$ cat src/rtl/gpsdo_loop_ctrl.sv
// gpsdo_loop_ctrl: captures 1PPS phase errors, rejects outliers, averages a batch and PI-filters it into the OCXO DAC word.
// Latency: DAC_Update/DAC_Data appear 2 cycles after the capture of the last sample of a batch (CALC registers the result).
// No backpressure: one capture per Meas_Busy fall; losing GPS_Exist drops to holdover with the DAC and integrator frozen.
module gpsdo_loop_ctrl #(
    parameter int AVG_LOG2   = 2,
    parameter int KP_SHIFT   = 2,
    parameter int KI_SHIFT   = 0,
    parameter int INT_LIM    = 16384,
    parameter int DAC_MID    = 32768,
    parameter int OUTLIER_TH = 1000,
    parameter int LOCK_TH    = 2,
    parameter int LOCK_CNT   = 4,
    parameter int TUNE_POL   = 0
) (
    input  logic        CLK_Sys,
    input  logic        CLK_Rst,
    input  logic        GPS_Exist,
    input  logic        Meas_Busy,
    input  logic        Meas_Dir,
    input  logic [15:0] Phase_In,
    output logic [15:0] DAC_Data,
    output logic        DAC_Update,
    output logic        Locked,
    output logic        Holdover
);

    localparam int ACC_W = 17 + AVG_LOG2;
    localparam int CNT_W = AVG_LOG2 + 1;
    localparam int LCK_W = $clog2(LOCK_CNT + 1);

    localparam logic [CNT_W-1:0]   CNT_LAST = CNT_W'((1 << AVG_LOG2) - 1);
    localparam logic [LCK_W-1:0]   LCK_FULL = LCK_W'(LOCK_CNT);
    localparam logic [15:0]        OUT_TH16 = 16'(OUTLIER_TH);
    localparam logic signed [31:0] INT_HI   = 32'(INT_LIM);
    localparam logic signed [31:0] INT_LO   = -32'(INT_LIM);
    localparam logic signed [31:0] LCK_HI   = 32'(LOCK_TH);
    localparam logic signed [31:0] LCK_LO   = -32'(LOCK_TH);
    localparam logic signed [31:0] MID32    = 32'(DAC_MID);
    localparam logic signed [31:0] DAC_MAX  = 32'sd65535;

    typedef enum logic [1:0] {
        S_IDLE,
        S_COLLECT,
        S_CALC,
        S_OUT
    } state_t;

    state_t                  r_state;
    logic                    r_busy_d;
    logic                    r_cap_pend;
    logic signed [ACC_W-1:0] r_acc;
    logic [CNT_W-1:0]        r_cnt;
    logic signed [31:0]      r_integ;
    logic [LCK_W-1:0]        r_lock_cnt;
    logic [15:0]             r_dac;
    logic                    r_dac_upd;
    logic                    r_locked;
    logic                    r_holdover;

    logic                    w_fall;
    logic                    w_cap;
    logic signed [16:0]      w_err;
    logic signed [ACC_W-1:0] w_err_ext;
    logic signed [16:0]      w_avg;
    logic signed [31:0]      w_avg32;
    logic signed [31:0]      w_integ_sum;
    logic signed [31:0]      w_integ_nxt;
    logic signed [31:0]      w_raw;
    logic [15:0]             w_dac_sat;
    logic                    w_in_lock;
    logic [LCK_W-1:0]        w_lock_nxt;

    // A capture is the cycle after the fall; outliers never become captures.
    assign w_fall = r_busy_d & ~Meas_Busy;
    assign w_cap  = r_cap_pend & (Phase_In <= OUT_TH16);

    // Register Meas_Busy for edge detection and delay the fall by one cycle so Phase_In has settled.
    always_ff @(posedge CLK_Sys) begin
        if (CLK_Rst) begin
            r_busy_d   <= 1'b0;
            r_cap_pend <= 1'b0;
        end else begin
            r_busy_d   <= Meas_Busy;
            r_cap_pend <= w_fall;
        end
    end

    // Signed phase error with direction and tuning polarity applied.
    always_comb begin
        w_err = Meas_Dir ? -$signed({1'b0, Phase_In}) : $signed({1'b0, Phase_In});
        if (TUNE_POL != 0) begin
            w_err = -w_err;
        end
    end

    // Average is the accumulator with the low bits dropped, i.e. an arithmetic floor shift.
    assign w_err_ext = {{AVG_LOG2{w_err[16]}}, w_err};
    assign w_avg     = r_acc[ACC_W-1:AVG_LOG2];
    assign w_avg32   = {{15{w_avg[16]}}, w_avg};

    // Clamped integrator update and saturated tuning word, both from the current batch average.
    always_comb begin
        w_integ_sum = r_integ + (w_avg32 <<< KI_SHIFT);
        if (w_integ_sum > INT_HI) begin
            w_integ_nxt = INT_HI;
        end else if (w_integ_sum < INT_LO) begin
            w_integ_nxt = INT_LO;
        end else begin
            w_integ_nxt = w_integ_sum;
        end
        w_raw = MID32 + (w_avg32 <<< KP_SHIFT) + w_integ_nxt;
        if (w_raw < 0) begin
            w_dac_sat = 16'd0;
        end else if (w_raw > DAC_MAX) begin
            w_dac_sat = 16'hFFFF;
        end else begin
            w_dac_sat = w_raw[15:0];
        end
    end

    // Lock counter: saturates at LOCK_CNT while the average stays in threshold, clears otherwise.
    always_comb begin
        w_in_lock = (w_avg32 <= LCK_HI) && (w_avg32 >= LCK_LO);
        if (!w_in_lock) begin
            w_lock_nxt = '0;
        end else if (r_lock_cnt == LCK_FULL) begin
            w_lock_nxt = r_lock_cnt;
        end else begin
            w_lock_nxt = r_lock_cnt + 1'b1;
        end
    end

    // Loop state machine: collect a batch, compute and publish the new tuning word, fall back to holdover on GPS loss.
    always_ff @(posedge CLK_Sys) begin
        if (CLK_Rst) begin
            r_state    <= S_IDLE;
            r_acc      <= '0;
            r_cnt      <= '0;
            r_integ    <= '0;
            r_lock_cnt <= '0;
            r_dac      <= 16'(DAC_MID);
            r_dac_upd  <= 1'b0;
            r_locked   <= 1'b0;
            r_holdover <= 1'b1;
        end else begin
            r_dac_upd <= 1'b0;
            if (!GPS_Exist) begin
                // Integrator and DAC word are deliberately left untouched here.
                r_state    <= S_IDLE;
                r_acc      <= '0;
                r_cnt      <= '0;
                r_lock_cnt <= '0;
                r_locked   <= 1'b0;
                r_holdover <= 1'b1;
            end else begin
                case (r_state)
                    S_IDLE: begin
                        r_acc      <= '0;
                        r_cnt      <= '0;
                        r_holdover <= 1'b0;
                        r_state    <= S_COLLECT;
                    end
                    S_COLLECT: begin
                        r_holdover <= 1'b0;
                        if (w_cap) begin
                            r_acc <= r_acc + w_err_ext;
                            r_cnt <= r_cnt + 1'b1;
                            if (r_cnt == CNT_LAST) begin
                                r_state <= S_CALC;
                            end
                        end
                    end
                    S_CALC: begin
                        r_integ    <= w_integ_nxt;
                        r_dac      <= w_dac_sat;
                        r_dac_upd  <= 1'b1;
                        r_lock_cnt <= w_lock_nxt;
                        r_locked   <= (w_lock_nxt == LCK_FULL);
                        // The batch is consumed here; a coincident capture seeds the next batch.
                        if (w_cap) begin
                            r_acc <= w_err_ext;
                            r_cnt <= CNT_W'(1);
                        end else begin
                            r_acc <= '0;
                            r_cnt <= '0;
                        end
                        r_state <= S_OUT;
                    end
                    S_OUT: begin
                        if (w_cap) begin
                            r_acc <= r_acc + w_err_ext;
                            r_cnt <= r_cnt + 1'b1;
                        end
                        r_state <= S_COLLECT;
                    end
                    default: begin
                        r_state <= S_IDLE;
                    end
                endcase
            end
        end
    end

    assign DAC_Data   = r_dac;
    assign DAC_Update = r_dac_upd;
    assign Locked     = r_locked;
    assign Holdover   = r_holdover;

endmodule

$ cat config.mk
export PLATFORM = sky130hd
export DESIGN_NAME = gpsdo_loop_ctrl
export DESIGN_NICKNAME = d
export VERILOG_FILES = /design/src/rtl/gpsdo_loop_ctrl.sv
export SDC_FILE = /design/constraint.sdc
export NUM_CORES = 1
export LEC_CHECK = 0
export CAP_MARGIN = 20
export CORE_ASPECT_RATIO = 1.75
export CORE_UTILIZATION = 25
export DETAILED_ROUTE_END_ITERATION = 8
export SYNTH_ARGS = -nofsm -noshare
export SYNTH_HDL_FRONTEND = slang
export SYNTH_SLANG_ARGS = --single-unit
$ cat constraint.sdc
create_clock -name CLK_Sys -period 11.03 [get_ports CLK_Sys]
set_input_delay 2.7575 -clock CLK_Sys [delete_from_list [all_inputs] [get_ports CLK_Sys]]
set_output_delay 2.7575 -clock CLK_Sys [all_outputs]
set_load 0.01 [all_outputs]
## Word level (Yosys, flattened, before mapping)

Cells that the tools add are included.

- Register bits after elaboration: 80
- Word-level logic and storage cells: 63

- Add/sub/neg operators: 7
- $lt $le $gt $ge: 7
- Eq/ne operators: 9
- Multiplexer cells: 17
- Bitwise gates (word level): 4
- Reductions and logical operators: 8

Operators with widths:

| cell | number |
|---|---|
| $mux 32 | 2 |
| $pmux 19 s3 | 1 |
| $mux 19 | 2 |
| $add 20x32->32 | 1 |
| $add 32x17->32 | 1 |
| $gt 32x16->1 const B | 1 |
| $gt 32x17->1 const B | 1 |
| $lt 32x1->1 const B | 1 |
| $lt 32x15->1 const B | 1 |
| $mux 16 | 2 |
| $add 17x19->20 const A | 1 |
| $add 19x17->19 | 1 |
| $ge 17x2->1 const B | 1 |
| $le 17x3->1 const B | 1 |
| $mux 17 | 1 |
| $neg 16->17 | 1 |
| $le 16x10->1 const B | 1 |
| $mux 3 | 3 |
| $pmux 3 s3 | 1 |
| $reduce_or 2->1 | 4 |
| $add 3x1->3 const B | 2 |
| $eq 3x3->1 const B | 2 |
| $pmux 2 s3 | 1 |
| $eq 2x2->1 const B | 2 |
| other kinds (11) | 17 |

## Depth between registers and ports, before layout

Gate-level depths: netlist of the first run.

- Depth after elaboration: 8
- Gate-level depth with buffers: 35
- Mapped depth without buffers: 32

## Worst setup path before layout of the first run

OpenSTA, ideal clock, no wires.

- Path kind: register to register
- Start: reg r_acc[18]
- End: reg r_dac[10], in the netlist DAC_Data[10]
- Data arrival time: 7.542 ns
- Setup slack: 3.346 ns
- Stages on the path, launching flop included: 31
- Clock period less this slack: 7.684 ns
- Cell sequence: dfxtp_1 ha_1 buf_6 a211o_1 a31oi_1 a211oi_1 or4_1 xor2_1 nand4_1 nor4_1 and4_1 nand4b_1 ha_1 clkbuf_1 clkbuf_1 o21ai_0 ha_1 inv_1 ha_1 a21oi_1 o21bai_1 o31a_1 or3_1 o22a_1 a211oi_1 a21oi_1 a2111oi_0 o311ai_0 clkbuf_1 nor3_1 a221oi_2

- Longest elaborated chain between the ends: 8
- Elaborated cells between the ends (all ways): 11

RTL lines:

| element | RTL line | RTL |
|---|---|---|
| from (decl) | 51 | `logic signed [ACC_W-1:0] r_acc;` |
| from (signal assigned) | 166 | `r_acc <= r_acc + w_err_ext;` |
| from (signal assigned) | 181 | `r_acc <= w_err_ext;` |
| from (signal assigned) | 191 | `r_acc <= r_acc + w_err_ext;` |
| $add 32x17->32 | 103 | `w_integ_sum = r_integ + (w_avg32 <<< KI_SHIFT);` |
| $lt 32x15->1 | 106 | `end else if (w_integ_sum < INT_LO) begin` |
| $mux 32 | 106 |  |
| $mux 32 | 104 | `if (w_integ_sum > INT_HI) begin` |
| $add 20x32->32 * | 111 | `w_raw = MID32 + (w_avg32 <<< KP_SHIFT) + w_integ_nxt;` |
| $gt 32x17->1 | 114 | `end else if (w_raw > DAC_MAX) begin` |
| $mux 16 | 114 |  |
| $mux 16 * | 112 | `if (w_raw < 0) begin` |
| to (signal assigned) | 141 | `r_dac <= 16'(DAC_MID);` |
| to (signal assigned) | 175 | `r_dac <= w_dac_sat;` |
| to (decl) | 55 | `logic [15:0] r_dac;` |

Mark *: on every way between the ends. The rest lies on a longest branch, timed or not.
A chain may end at the register's enable or synchronous reset.

## Final worst setup path of the first run

- Start: reg r_acc[18]
- End: reg r_dac[5], in the netlist DAC_Data[5]

- Longest elaborated chain between the ends: 8
- Elaborated cells between the ends (all ways): 11

RTL lines:

| element | RTL line | RTL |
|---|---|---|
| $add 32x17->32 * | 103 |  |
| $lt 32x15->1 | 106 |  |
| $mux 32 | 106 |  |
| $mux 32 * | 104 |  |
| via w_integ_nxt[3] | 67 | `logic signed [31:0] w_integ_nxt;` |
| $add 20x32->32 * | 111 |  |
| $gt 32x17->1 | 114 |  |
| $mux 16 | 114 |  |
| $mux 16 * | 112 |  |

The timed path passes the listed nets; every way through them passes the cells marked *.

==> reports/metrics.yaml, run 1 <==
floorplan:
  dieArea_um2: 37000
  rows: 91
  io_pins: 40
  core_um2: 35400
  die_y_um: 254
  chipWidth_um: 146
  start_util_pct: 25.5
global_routing:
  grt_remaining_overflow: 0
  grt.total_usage_pct: 15.8
  grt_pass1_wl_mm: 46.3
  grt_start_max_net_pins: 39
  grt_pass1_vias: 9054
  antenna_found_initial: 0
route:
  highest_layer: "met4"
  avgRoutedWirePerCell_um: 17.3
  wl_met1_mm: 10.3
  via_per_inst: 5.43
  drt_wl_total_mm: 28.8
  drtPass1Iterations: 5
  num_vias: 9041
  drc: 0
  drt_iter0_drc: 536
  wl_met3_um: 788
  antenna_left: 0
  wl_met2_mm: 15.8
critical_path:
  path_class: "register to register"
  path_delay_family: "simple AND/OR/NAND/NOR gates"
  cp.required_ns: 11.24
  critPathBufInv: 2
  cpMostUsedCell: "ha_1"
  critPathMaxFanout: 23
  reg2reg_depth: 29
  cp.arrival_ns: 9.33
  cp-start-kind: "register"
  cp-end-kind: "register"
  critPathMaxStageDelay_ns: 0.75
  cp_num_cells: 29
  cpMaxStageDelayCell: "ha_1"
synthesis:
  synth_seq_area_share_pct: 17.7
  netlist_area_um2: 9050
  synth_commonest_cells: "nor2_1 (139), ha_1 (118), nand2_1 (104)"
  synth_seq_cells: 80
  netlist_top_cells_area: "dfxtp_1 (18%), ha_1 (16%), nor2_1 (5.8%)"
  synthArstFlopShare_pct: 0
  netlist.area_leader.share_pct: 17.7
  synth_cell_types: 88
  syn_nets: 1329
  synth_area_per_cell_um2: 7.62
  synth_most_common_cell: "nor2_1"
  synth_largest_area_cell: "dfxtp_1"
  synth_edf_count: 0
  synth_flop_cell: "dfxtp_1"
  syn_inst: 1187
  synth-warning-count: 0
sta:
  slew_headroom_pct: 27.6
  min_period_ns: 9.12
  fin_setup_tns_ns: 0
  skew_ns: 0.0123
  rsz0062_at_grt: "false"
  setup_viol_count_final: 0
  finalCritPeriodShare_pct: 82.7
  fmax_ghz: 0.110
  drv_slew: 0
  final-hold-violation-count: 0
  setup_ws_ns: 1.91
  worst_pin_slew_ns: 1.08
min_path:
  min_path_cells: 2
  hold_path_class: "register to register"
clock_tree:
  tritoncts: "built"
  numCtsBuffers: 9
  cts-root-buf: "clkbuf_16"
  clkTransAtPathRegs_ns: 0.07
  post_cts.repair.setup_buffers: 0
  clk_latency_ns: 0.38
  cts.path.max_buffers: 2
  ctsResizeCount: 0
  clock_sinks: 80
  ctsHoldBuffers: 0
  h-tree-depth: 3
cells_and_area:
  nNetsFinal: 1338
  drive_gt1_share_pct: 6.08
  finalCoreUtilization_pct: 28.8
  area_delta_synth_final_pct: 12.8
  num_antenna_cells: 0
  nFillCells: 3815
placement:
  io_buffers: 39
  dp_slack_ns: 1.64
  place.gp.congestion: 0.938
  hpwlAfterDp_mm: 22.9
power_and_ir_drop:
  power_leakage_nw: 4.37
  irDropWorstVdd_uv: 70.7
  p_per_area_nw_per_um2: 69.3
  total_power_uw: 707
job:
  max-cap-violations: 0
status:
  status: "complete, no violations"
[layout by cell type, fill, tap and decap left out, types with 9 or more instances in the layout]
master / netlist / final
clkdlybuf4s50_1: 0 / 39
or3_1: 13 / 13
nor2_1: 139 / 138
a21boi_0: 11 / 11
o211ai_1: 13 / 13
o21ai_0: 58 / 58
xnor2_1: 42 / 42
a221oi_2: 9 / 9
a221oi_1: 11 / 11
nand4_1: 11 / 11
nand2_1: 104 / 104
buf_4: 1 / 10
nand2b_1: 13 / 13
a21o_1: 27 / 27
and2_1: 16 / 16
ha_1: 118 / 118
or2_2: 12 / 12
clkbuf_16: 0 / 9
or4_1: 9 / 9
a21oi_1: 84 / 84
a22oi_1: 28 / 28
and3_1: 14 / 14
nand3_1: 19 / 19
dfxtp_1: 80 / 80
o31ai_1: 12 / 11
a31oi_1: 15 / 15
a211oi_1: 19 / 19
nor3_1: 36 / 36
o21a_1: 9 / 9
nor2b_1: 12 / 12
xor2_1: 23 / 23
o21bai_1: 11 / 11
inv_1: 45 / 45
[cell families after synthesis]
family                   Yosys count  share of synthesized area [%]
flip-flops                        80                           17.7
adder cells (fa/ha/maj)          121                           17.0
XOR/XNOR                          65                           6.29
multiplexers                       8                          0.899
AO/OA/AOI/OAI                    381                           30.0
buffers and inverters             97                           4.47
AND/OR/NAND/NOR                  435                           23.6
[worst register-to-register path: cells and delay by family (launching register included)]
family	cells	cell delay, ns
AOI/OAI and AO/OA	10	2.56
xor gates and xnor gates	1	0.38
adders and majority gates	5	1.91
buffers and inverters	2	0.33
DFF	1	0.71
and+or+nand+nor	11	3.07
[sequential cells by signal, indices dropped and copies added (netlist names)]
name        cells
r_cap_pend      1
DAC_Data       16
r_integ        32
Holdover        1
Locked          1
r_cnt           3
DAC_Update      1
r_busy_d        1
r_state         2
r_lock_cnt      3
r_acc          19
[routing by layer]
layer | global-route usage, % | vias to the layer above
met5 | 0 | -
met4 | 12.3 | 0
met3 | 1.56 | 88
met2 | 30.9 | 209
met1 | 15.0 | 4304
li1 | - | 4440
[layout make-up]
cell class | instances | area, um^2 | area share (%)
Multi-Input combinational cell | 1010 | 7060 | 69.1
Sequential cell | 80 | 1600 | 15.7
Tap cell | 465 | 582 | 5.70
Timing Repair Buffer | 50 | 480 | 4.71
Clock buffer | 11 | 253 | 2.48
Inverter | 45 | 169 | 1.66
Clock inverter | 5 | 62.6 | 0.613
[final timing paths]
kind              from          end  slack (ns)
min           Holdover     Holdover        0.46
min reg2reg   Holdover     Holdover        0.46
max          r_acc[18]  DAC_Data[5]        1.91
max reg2reg  r_acc[18]  DAC_Data[5]        1.91
[stage by stage]
stage	area (um^2)	instances	hold slack, ns
2_1_floorplan	9050	1187	0.429
3_3_place_gp	9850	1646	0.447
4_1_cts	10200	1663	0.468
6_report	10200	1666	0.459
3_5_place_dp	9860	1647	0.451
5_1_grt	10200	1666	0.490
[where the power goes]
part,internal (mW),switching [mW]
combinational,0.0321,0.0501
clock,0.189,0.143
sequential,0.290,0.00191
total,0.512,0.195
Note: power is estimated with default switching activity, not from simulation.
==> run 2: changes to the inputs <==
Clock period 11.03 ns to 9.5 ns, I/O delays scaled along.
==> reports/metrics.yaml, run 2 (synthesis results as in run 1) <==
power_and_ir_drop:
  power_leakage_nw: 4.39  # +0.61%
  p_per_area_nw_per_um2: 81.5  # +18%
  irDropWorstVdd_uv: 75.6  # +6.9%
critical_path:
  cpMostUsedCell: "ha_1"
  critPathMaxFanout: 12  # -48%
  cp.required_ns: 9.69  # -1.55 ns
  path_class: "register to register"
  critPathBufInv: 4  # +2
  path_delay_family: "compound AO/OA/AOI/OAI gates"
  cp-start-kind: "register"
  critPathMaxStageDelay_ns: 0.69  # -0.06 ns
  cp.arrival_ns: 8.81  # -0.52 ns
  cpMaxStageDelayCell: "o41ai_1"
  cp-end-kind: "register"
placement:
  place.gp.congestion: 0.897  # -4.3%
  hpwlAfterDp_mm: 24.0  # +4.7%
  io_buffers: 39  # unchanged
sta:
  finalCritPeriodShare_pct: 90.8  # +8.1 points
  final-hold-violation-count: 0  # unchanged
  fmax_ghz: 0.116  # +5.8%
  rsz0062_at_grt: "false"
  setup_viol_count_final: 0  # unchanged
  slew_headroom_pct: 27.2  # -0.38 points
  worst_pin_slew_ns: 1.09  # +0.00700 ns
  skew_ns: 0.0108  # -0.00147 ns
  fin_setup_tns_ns: 0  # unchanged
  min_period_ns: 8.62  # -0.500 ns
  drv_slew: 0  # unchanged
cells_and_area:
  num_antenna_cells: 0  # unchanged
  largest_reg_flops: 32  # unchanged
  layout_commonest_cell: "nor2_1"
  mostFrequentLayoutCells: "nor2_1 (138), ha_1 (118), nand2_1 (104)"
  area_delta_synth_final_pct: 13.3
  drive_gt1_share_pct: 6.39  # +0.31 points
  finalCoreUtilization_pct: 28.9  # +0.13 points
  largest_register: "r_integ"
  nNetsFinal: 1342  # +0.30%
floorplan:
  start_util_pct: 25.5  # unchanged
  chipWidth_um: 146  # unchanged
  io_pins: 40  # unchanged
  die_y_um: 254  # unchanged
  core_um2: 35400  # unchanged
  dieArea_um2: 37000  # unchanged
  rows: 91  # unchanged
clock_tree:
  clk_latency_ns: 0.37  # about the same
  cts.path.max_buffers: 2  # unchanged
  ctsResizeCount: 0  # unchanged
  clkTransAtPathRegs_ns: 0.07  # about the same
  tritoncts: "built"
  h-tree-depth: 3  # unchanged
  cts-root-buf: "clkbuf_16"
  clock_sinks: 80  # unchanged
  post_cts.repair.setup_buffers: 0  # unchanged
  ctsHoldBuffers: 0  # unchanged
  numCtsBuffers: 9  # unchanged
global_routing:
  grt.total_usage_pct: 16.4  # +0.55 points
  grt_start_max_net_pins: 39  # unchanged
  antenna_found_initial: 0  # unchanged
  grt_remaining_overflow: 0  # unchanged
  grt_pass1_wl_mm: 47.9  # +3.5%
  grt_pass1_vias: 9215  # +1.8%
route:
  drt_wl_total_mm: 30.1  # +4.3%
  wl_met1_mm: 10.7  # +3.7%
  drt_iter0_drc: 505  # -5.8%
  via_per_inst: 5.46  # +0.54%
  num_vias: 9112  # +0.79%
  drtPass1Iterations: 5  # unchanged
  avgRoutedWirePerCell_um: 18.0  # +4.0%
  drc: 0  # unchanged
  wl_met3_um: 858  # +8.9%
  antenna_left: 0  # unchanged
  highest_layer: "met4"
  wl_met2_mm: 16.7  # +6.1%
status:
  status: "complete, no violations"
job:
  max-cap-violations: 0  # unchanged
min_path:
  hold_path_class: "register to register"
[run 2: cell types whose count changed in the layout (fill, tap and decap cells not counted), sizes merged]
cell,change
clkbuf,-1
inv,-2
buf,+4
bufinv,+1
clkinv,+2
[run 2: through the flow]
stage	instance area, um^2	power, mW	std cells	setup WS [ns]	hold slack, ns
4_1_cts	10200	0.840	1668	0.757	0.460
3_5_place_dp	9900	0.441	1652	0.810	0.447
5_1_grt	10200	0.862	1670	0.249	0.472
2_1_floorplan	9050	0.409	1187	1.82	0.429
6_report	10200	0.836	1670	0.877	0.452
3_3_place_gp	9900	0.440	1652	0.887	0.442
[run 2: final cells by class]
type	count	area [um^2]
fillers	3836	25200
well taps	465	582
flip-flops and latches	80	1600
clock inverters	6	92.6
clock buffers	10	239
repair buffers	54	510
multi-input cells	1010	7060
inverters	45	169
[run 2: path summary, 6_finish.rpt]
| path | start | endpoint | slack [ns] | depth (start not counted) |
|---|---|---|---|---|
| worst max-delay path | r_acc[2] | DAC_Data[4] | 0.88 | 33 |
| worst min register to register | Holdover | Holdover | 0.45 | 2 |
| worst max register to register | r_acc[2] | DAC_Data[4] | 0.88 | 33 |
| worst min-delay path | Holdover | Holdover | 0.45 | 2 |
[run 2: worst register-to-register path: cells and delay by family, from the launching register on]
family | cells | cell delay [ns]
buffers and inverters | 4 | 0.60
flip-flops | 1 | 0.49
AND/OR/NAND/NOR | 12 | 2.58
AO/OA/AOI/OAI | 11 | 3.05
adder cells (fa/ha/maj) | 6 | 1.76
[run 2: layer usage]
metal	up-vias	global-route usage, %
li1	4437	-
met1	4358	15.3
met2	223	33.1
met3	94	1.83
met4	0	10.4
met5	-	0
[run 2: where the power goes]
| group | switching [mW] | internal [mW] |
|---|---|---|
| sequential | 0.00210 | 0.337 |
| clock | 0.162 | 0.238 |
| combinational | 0.0583 | 0.0378 |
==> run 3: changes to the inputs <==
Settings changed: SLEW_MARGIN set to 20.
==> reports/metrics.yaml, run 3 (synthesis results as in run 1) <==
job:
  max-cap-violations: 0  # unchanged
cells_and_area:
  largest_register: "r_integ"
  finalNonFillerCells: 1668  # -0.12%
  nNetsFinal: 1340  # -0.15%
  nFillCells: 3834  # -0.052%
  mostFrequentLayoutCells: "nor2_1 (138), ha_1 (118), nand2_1 (104)"
  finalCoreUtilization_pct: 28.9  # about the same
  layout_commonest_cell: "nor2_1"
  area_delta_synth_final_pct: 13.2  # about the same
  num_antenna_cells: 0  # unchanged
  drive_gt1_share_pct: 6.23  # -0.16 points
  largest_reg_flops: 32  # unchanged
sta:
  skew_ns: 0.0140  # +0.00316 ns
  rsz0062_at_grt: "false"
  final-hold-violation-count: 0  # unchanged
  worst_pin_slew_ns: 1.09  # -0.00336 ns
  drv_slew: 0  # unchanged
  fmax_ghz: 0.114  # -2.0%
  hold_ws_ns: 0.452  # -0.0000170 ns
  fin_setup_tns_ns: 0  # unchanged
  setup_viol_count_final: 0  # unchanged
  min_period_ns: 8.80  # +0.172 ns
  slew_headroom_pct: 27.4  # +0.22 points
  finalCritPeriodShare_pct: 92.6  # +1.8 points
clock_tree:
  ctsResizeCount: 0  # unchanged
  ctsHoldBuffers: 0  # unchanged
  tritoncts: "built"
  cts-root-buf: "clkbuf_16"
  h-tree-depth: 3  # unchanged
  clock_sinks: 80  # unchanged
  post_cts.repair.setup_buffers: 0  # unchanged
  clkTransAtPathRegs_ns: 0.07  # about the same
  cts.path.max_buffers: 2  # unchanged
  clk_latency_ns: 0.37  # about the same
  numCtsBuffers: 9  # unchanged
min_path:
  min_path_cells: 2  # unchanged
  hold_path_class: "register to register"
global_routing:
  use_met3_pct: 1.83  # unchanged
  grt_pass1_vias: 9215  # unchanged
  grt_start_max_net_pins: 39  # unchanged
  grt.busiest_layer: "met2"
  antenna_found_initial: 0  # unchanged
  grt_pass1_wl_mm: 47.9  # unchanged
  grtUsageMet2_pct: 33.1  # unchanged
  grt.total_usage_pct: 16.4  # unchanged
  grt_use_met1_pct: 15.3  # unchanged
  grt_remaining_overflow: 0  # unchanged
placement:
  place.gp.congestion: 0.897  # unchanged
  io_buffers: 39  # unchanged
  dp_cells: 1652  # unchanged
  hpwlAfterDp_mm: 24.0  # unchanged
power_and_ir_drop:
  power_leakage_nw: 4.38  # -0.23%
  p_per_area_nw_per_um2: 81.6  # about the same
  total_power_uw: 836  # about the same
  irDropWorstVdd_uv: 75.7  # +0.14%
critical_path:
  cp-start-kind: "register"
  critPathMaxFanout: 27  # +15
  critPathMaxStageDelay_ns: 0.74  # +0.05 ns
  cpMaxStageDelayCell: "a2111oi_0"
  cp-end-kind: "register"
  cp.required_ns: 9.74  # +0.05 ns
  path_class: "register to register"
  cp.arrival_ns: 9.03  # +0.22 ns
  reg2reg_depth: 28  # -15%
route:
  antenna_left: 0  # unchanged
  avgRoutedWirePerCell_um: 18.0  # about the same
  via_per_inst: 5.46  # about the same
  drt_iter0_drc: 570  # +13%
  drt_wl_total_mm: 30.0  # -0.19%
  drc: 0  # unchanged
  num_vias: 9101  # -0.12%
  drtPass1Iterations: 5  # unchanged
floorplan:
  chipWidth_um: 146  # unchanged
  core_um2: 35400  # unchanged
  rows: 91  # unchanged
  dieArea_um2: 37000  # unchanged
  start_util_pct: 25.5  # unchanged
  io_pins: 40  # unchanged
  die_y_um: 254  # unchanged
status:
  status: "complete, no violations"
==> run 3: changes by cell type in the layout (fill, tap and decap cells not counted), sizes merged <==
cell  delta
buf      -2
==> run 3: worst max-delay path: cells and delay by family (launching register included) <==
kind            cells  cell delay, ns
compound gates     13            4.28
simple gates        8            1.65
fa+ha+maj           4            1.42
buf+inv             3            0.72
flops               1            0.57
==> run 3: final timing paths <==
check / to / from / slack, ns
worst max register to register: DAC_Data[15] / r_acc[18] / 0.70
worst max-delay path: DAC_Data[15] / r_acc[18] / 0.70
worst min-delay path: Holdover / Holdover / 0.45
worst min register to register: Holdover / Holdover / 0.45
==> run 3: layer usage <==
layer | routed length (um) | up-vias
li1 | - | 4436
met1 | 10800 | 4362
met2 | 16700 | 208
met3 | 794 | 95
met4 | 1730 | 0
met5 | 0 | -
==> run 3: through the flow <==
step | instance area (um^2) | setup WS [ns]
floorplan | 9050 | 1.82
global placement | 9900 | 0.887
detailed placement | 9900 | 0.810
CTS | 10200 | 0.757
global route | 10200 | 0.0878
finish | 10200 | 0.705
==> run 3: report_power, final <==
group | leakage (nW) | switching (mW) | internal [mW]
combinational | 3.58 | 0.0580 | 0.0372
sequential | 0.645 | 0.00212 | 0.337
clock | 0.155 | 0.163 | 0.239
total | 4.38 | 0.223 | 0.613
==> run 3: final cells by class <==
type / count / area (um^2) / share of cell area [%]
well taps: 465 / 582 / 5.68
multi-input cells: 1010 / 7070 / 69.0
clock inverters: 6 / 92.6 / 0.904
clock buffers: 10 / 239 / 2.33
inverters: 45 / 169 / 1.65
repair buffers: 52 / 488 / 4.76
flip-flops and latches: 80 / 1600 / 15.6
